File: src/rtl/i2c_slave_regbank.sv
// I2C slave register bank: address/pointer/data byte decoder driving eight 8-bit registers.
// Define I2C_REGBANK_ATOMIC_EN to stage writes in a shadow bank that is committed on stop.
module i2c_slave_regbank #(
    parameter logic [6:0] I2C_ADDRESS = 7'h00
) (
    input  logic        clk,
    input  logic        reset,
    input  logic        start,
    input  logic        stop,
    input  logic [7:0]  write_data,
    input  logic        wr,
    output logic        wr_ack,
    output logic [63:0] reg_out,
    output logic [7:0]  reg_strobe,
    output logic        busy
);

    localparam int unsigned REG_W  = 8;
    localparam int unsigned N_REGS = 8;
    localparam int unsigned PTR_W  = 3;
    localparam int unsigned BANK_W = REG_W * N_REGS;

    typedef enum logic [2:0] {
        S_IDLE    = 3'd0,
        S_ADDR    = 3'd1,
        S_PTR     = 3'd2,
        S_DATA    = 3'd3,
        S_DISCARD = 3'd4
    } state_t;

    state_t              state, state_next;
    logic [PTR_W-1:0]    ptr, ptr_next;
    logic                ack_next;
    logic [BANK_W-1:0]   reg_next;
    logic [N_REGS-1:0]   strobe_next;
    logic [5:0]          idx;

`ifdef I2C_REGBANK_ATOMIC_EN
    logic [BANK_W-1:0]   shadow, shadow_next;
    logic [N_REGS-1:0]   dirty, dirty_next;
`endif

    assign idx = {ptr, 3'b000};

    // State and datapath registers
    always_ff @(posedge clk) begin
        if (reset) begin
            state      <= S_IDLE;
            ptr        <= '0;
            wr_ack     <= 1'b0;
            reg_out    <= '0;
            reg_strobe <= '0;
            busy       <= 1'b0;
`ifdef I2C_REGBANK_ATOMIC_EN
            shadow     <= '0;
            dirty      <= '0;
`endif
        end else begin
            state      <= state_next;
            ptr        <= ptr_next;
            wr_ack     <= ack_next;
            reg_out    <= reg_next;
            reg_strobe <= strobe_next;
            busy       <= (state_next != S_IDLE);
`ifdef I2C_REGBANK_ATOMIC_EN
            shadow     <= shadow_next;
            dirty      <= dirty_next;
`endif
        end
    end

    // Next state and next register values; start beats stop beats wr
    always_comb begin
        state_next  = state;
        ptr_next    = ptr;
        ack_next    = wr_ack;
        reg_next    = reg_out;
        strobe_next = '0;
`ifdef I2C_REGBANK_ATOMIC_EN
        shadow_next = shadow;
        dirty_next  = dirty;
`endif
        if (start) begin
            state_next = S_ADDR;
            ack_next   = 1'b0;
`ifdef I2C_REGBANK_ATOMIC_EN
            dirty_next = '0;
`endif
        end else if (stop) begin
            state_next = S_IDLE;
`ifdef I2C_REGBANK_ATOMIC_EN
            if (state == S_PTR || state == S_DATA) begin
                for (int n = 0; n < int'(N_REGS); n++) begin
                    if (dirty[n]) reg_next[n*REG_W +: REG_W] = shadow[n*REG_W +: REG_W];
                end
                strobe_next = dirty;
            end
            dirty_next = '0;
`endif
        end else if (wr) begin
            case (state)
                S_ADDR: begin
                    if (write_data[7:1] == I2C_ADDRESS && !write_data[0]) begin
                        state_next = S_PTR;
                        ack_next   = 1'b1;
                    end else begin
                        state_next = S_IDLE;
                        ack_next   = 1'b0;
                    end
                end
                S_PTR: begin
                    if (write_data[7:3] == 5'd0) begin
                        ptr_next   = write_data[2:0];
                        state_next = S_DATA;
                        ack_next   = 1'b1;
                    end else begin
                        state_next = S_DISCARD;
                        ack_next   = 1'b0;
                    end
                end
                S_DATA: begin
`ifdef I2C_REGBANK_ATOMIC_EN
                    shadow_next[idx +: REG_W] = write_data;
                    dirty_next[ptr]           = 1'b1;
`else
                    reg_next[idx +: REG_W] = write_data;
                    strobe_next[ptr]       = 1'b1;
`endif
                    ptr_next = ptr + PTR_W'(1);
                    ack_next = 1'b1;
                end
                S_DISCARD: ack_next = 1'b0;
                default: ;
            endcase
        end
    end

endmodule
File: config.mk
export PLATFORM = sky130hd
export DESIGN_NAME = i2c_slave_regbank
export DESIGN_NICKNAME = d
export VERILOG_FILES = /design/src/rtl/i2c_slave_regbank.sv
export SDC_FILE = /design/constraint.sdc
export NUM_CORES = 1
export LEC_CHECK = 0
export CELL_PAD_IN_SITES_DETAIL_PLACEMENT = 1
export CELL_PAD_IN_SITES_GLOBAL_PLACEMENT = 2
export CORE_ASPECT_RATIO = 1.2
export CORE_UTILIZATION = 29
export DETAILED_ROUTE_END_ITERATION = 8
export GPL_TIMING_DRIVEN = 1
export MAX_ROUTING_LAYER = met4
export PLACE_DENSITY = 0.77
export SLEW_MARGIN = 5
export SYNTH_ARGS = -nofsm -noshare
export SYNTH_HDL_FRONTEND = slang
export SYNTH_SLANG_ARGS = --single-unit
File: constraint.sdc
create_clock -name clk -period 2.8 [get_ports clk]
set_clock_uncertainty 0.05 [all_clocks]
set_input_delay 0.56 -clock clk [delete_from_list [all_inputs] [get_ports clk]]
set_output_delay 0.56 -clock clk [all_outputs]
set_load 0.05 [all_outputs]
==> metrics <==
outcome=finished clean; synthesized area=3290 um2; worst hold path depth=2; Max Root-Sink Buffers=2; Tmin final=2440 ps; RSZ-0062 raised after global routing=no; Initial Util=29.8%; worst slew pin tran=548 ps; Worst Hold End=reg_out[39]; clock power share=47.1%; top-area cell type share of the netlist area=48.7%; Final ANT Viol Nets=0; async set or reset register ratio after synthesis=0%; Leak=1.78 nW; FF-to-FF End=reg_out[5]; Psw=0.547 mW; Post-Syn Area per Cell=10.2 um2; Rel. slew slack=63.4%; Placer Congestion=0.805; CP max FO=8; setup ws final=362 ps; DP Worst Slack=199 ps; Crit path arrival time=around 2600 ps; DR pass1 iterations=4; sw frac=23.0%; Tcrit/Tclk final=between 80% and 90%; Via Count=2646; final WL=9010 um; cell taking the most area after synthesis=dfxtp_1; Synth cell types=40; Max IR drop VDD=~0.24 mV; Max Cap Viol=0; Top delay family on crit path=simple AND/OR/NAND/NOR gates; slowest CP cell=or4b_1; count leader, synth=dfxtp_1; cells along the critical path=inv_1 -> ha_1 -> ha_1 -> or4b_1 -> nor4_4 -> buf_4 -> mux2i_1 -> nor2_1; worst r2r src=ptr[1]; initial antenna violation count=0; Post-CTS Hold Fix Bufs=0; Final #Nets=roughly 440; register area share after synthesis=about half; Rows=42; CTS buffer count=9; Fin Hold WS=between 400 and 500 ps; first-pass GRT wire length=14700 um; Main synth FF type=dfxtp_1; post-CTS resize count=0; CP endpoint kind=register; Skew-Pair Late Insertion Delay=340 ps; number of H-tree levels=3; CP required=2970 ps; Worst-path clk slew=60 ps; clk sinks=80; vias in the first global route=2745; gr usage total=approximately 17%; hold path startpoint=reg_out[39]; final hold violations=0; Peak Freq=410 MHz; largest net degree at the start of global routing=34; wire per inst=16.0 um; final slew viol count=0; num ports=87; cell-internal power=1.83 mW; Die Area=11800 um2; Buf+Inv Stages, Crit Path=2; P per Cell Area=about 500 nW/um2; synth top area cells=dfxtp_1 49%, mux2i_1 20%, nand2b_1 6.9%; synth cell count leaders=80 x dfxtp_1, 65 x mux2i_1, 54 x nor2_1; die width=99.2 um; sequential share of power=48.1%; power share of the combinational group=4.8%; slack of the worst reg-to-reg path=360 ps; critical path class=register to register; syn nets=339; Residual DRC=0; First DRT Iteration DRCs=79; # setup viols final=0; n_diodes=0; Setup TNS=0 ps; CTS tree=done; Root Driver=clkbuf_16; Via-to-Cell Ratio=approximately 4.7; synth warn=0; area grow syn2layout=42.6%; core area=about 11000 um2; fin util=between 40% and 50%; worst hold path class=register to register; Buffers on Ports=between 80 and 90; Yosys reg bits=80; EDFF count, synth=0; cells on worst reg2reg path=8; Critical Path Most Common Cell=ha_1; detailed placement HPWL=6600 um; share of cells above drive strength 1=between 10 and 15%; critical path launch point type=register; Syn Inst Count=323; max incr delay on CP=between 500 and 600 ps; Die Ht=119 um; total global routing overflow=0; number of setup buffers added after CTS=0
[how the worst max path moves through the flow]
stage | to | from | cells after the start
2_1_floorplan | reg_out[0] | ptr[0] | 8
3_3_place_gp | reg_out[37] | stop | 6
3_5_place_dp | reg_out[37] | stop | 6
4_1_cts | reg_out[3] | ptr[1] | 8
5_1_grt | reg_out[3] | ptr[1] | 8
6_report | reg_out[5] | ptr[1] | 8
[area by class of cell]
cell class,instances,area [um2]
clock buffer,11,253
clock inverter,5,31.3
sequential,80,1600
inverter,3,11.3
fill,1260,6350
timing repair buffer,107,1010
multi-input combinational,224,1610
tap,132,165
[cell families after synthesis]
logic type	after synthesis	synth area share, %
flops	80	48.7
simple gates	138	24.1
fa+ha+maj	3	1.14
mux	65	19.8
compound gates	18	3.73
buf+inv	19	2.47
[cell usage in the layout, fill, tap and decap left out, drive strengths merged, types with 3 or more instances in the layout]
cell type       n
clkdlybuf4s50  85
dfxtp          80
mux2i          65
nor2           54
nand2b         36
buf            22
clkbuf         11
nand2           8
nor2b           7
a21oi           5
nor4            5
nand3           4
nand3b          4
clkinv          4
inv             3
nor3            3
ha              3
or2             3
[state kept, by name (all words and copies together) (netlist names)]
name and count:
busy 1, ptr 3, reg_out 64, reg_strobe 8, state 3, wr_ack 1
[metrics by stage]
| stage | power [mW] | area [um2] | cells |
|---|---|---|---|
| final | 2.38 | 4690 | 562 |
| after global routing | 2.48 | 4690 | 562 |
| after CTS | 2.41 | 4690 | 562 |
| after detailed placement | 1.29 | 4400 | 546 |
| after global placement | 1.29 | 4400 | 546 |
| after floorplan | 1.22 | 3290 | 323 |
[power groups by stage]
| stage | logic (mW) | clock network (mW) | registers (mW) |
|---|---|---|---|
| 2_1_floorplan | 0.0517 | 0 | 1.17 |
| 3_3_place_gp | 0.115 | 0 | 1.17 |
| 3_5_place_dp | 0.117 | 0 | 1.17 |
| 4_1_cts | 0.117 | 1.15 | 1.14 |
| 5_1_grt | 0.125 | 1.21 | 1.14 |
| 6_report | 0.115 | 1.12 | 1.14 |
[metal layers]
metal / vias up / share of wire [%] / track usage (%)
met2: 69 / 47 / 26.2
met5: - / 0 / -
met3: 11 / 4.8 / 5.85
li1: 1315 / - / -
met1: 1251 / 46 / 20.6
met4: 0 / 1.5 / 5.51
[worst min-delay path: cells and delay by family (launching register included)]
family	cells	cell delay, ps
AND/OR/NAND/NOR	1	70
flip-flops	1	310
multiplexers	1	60
(Power assumes the default switching activity.)
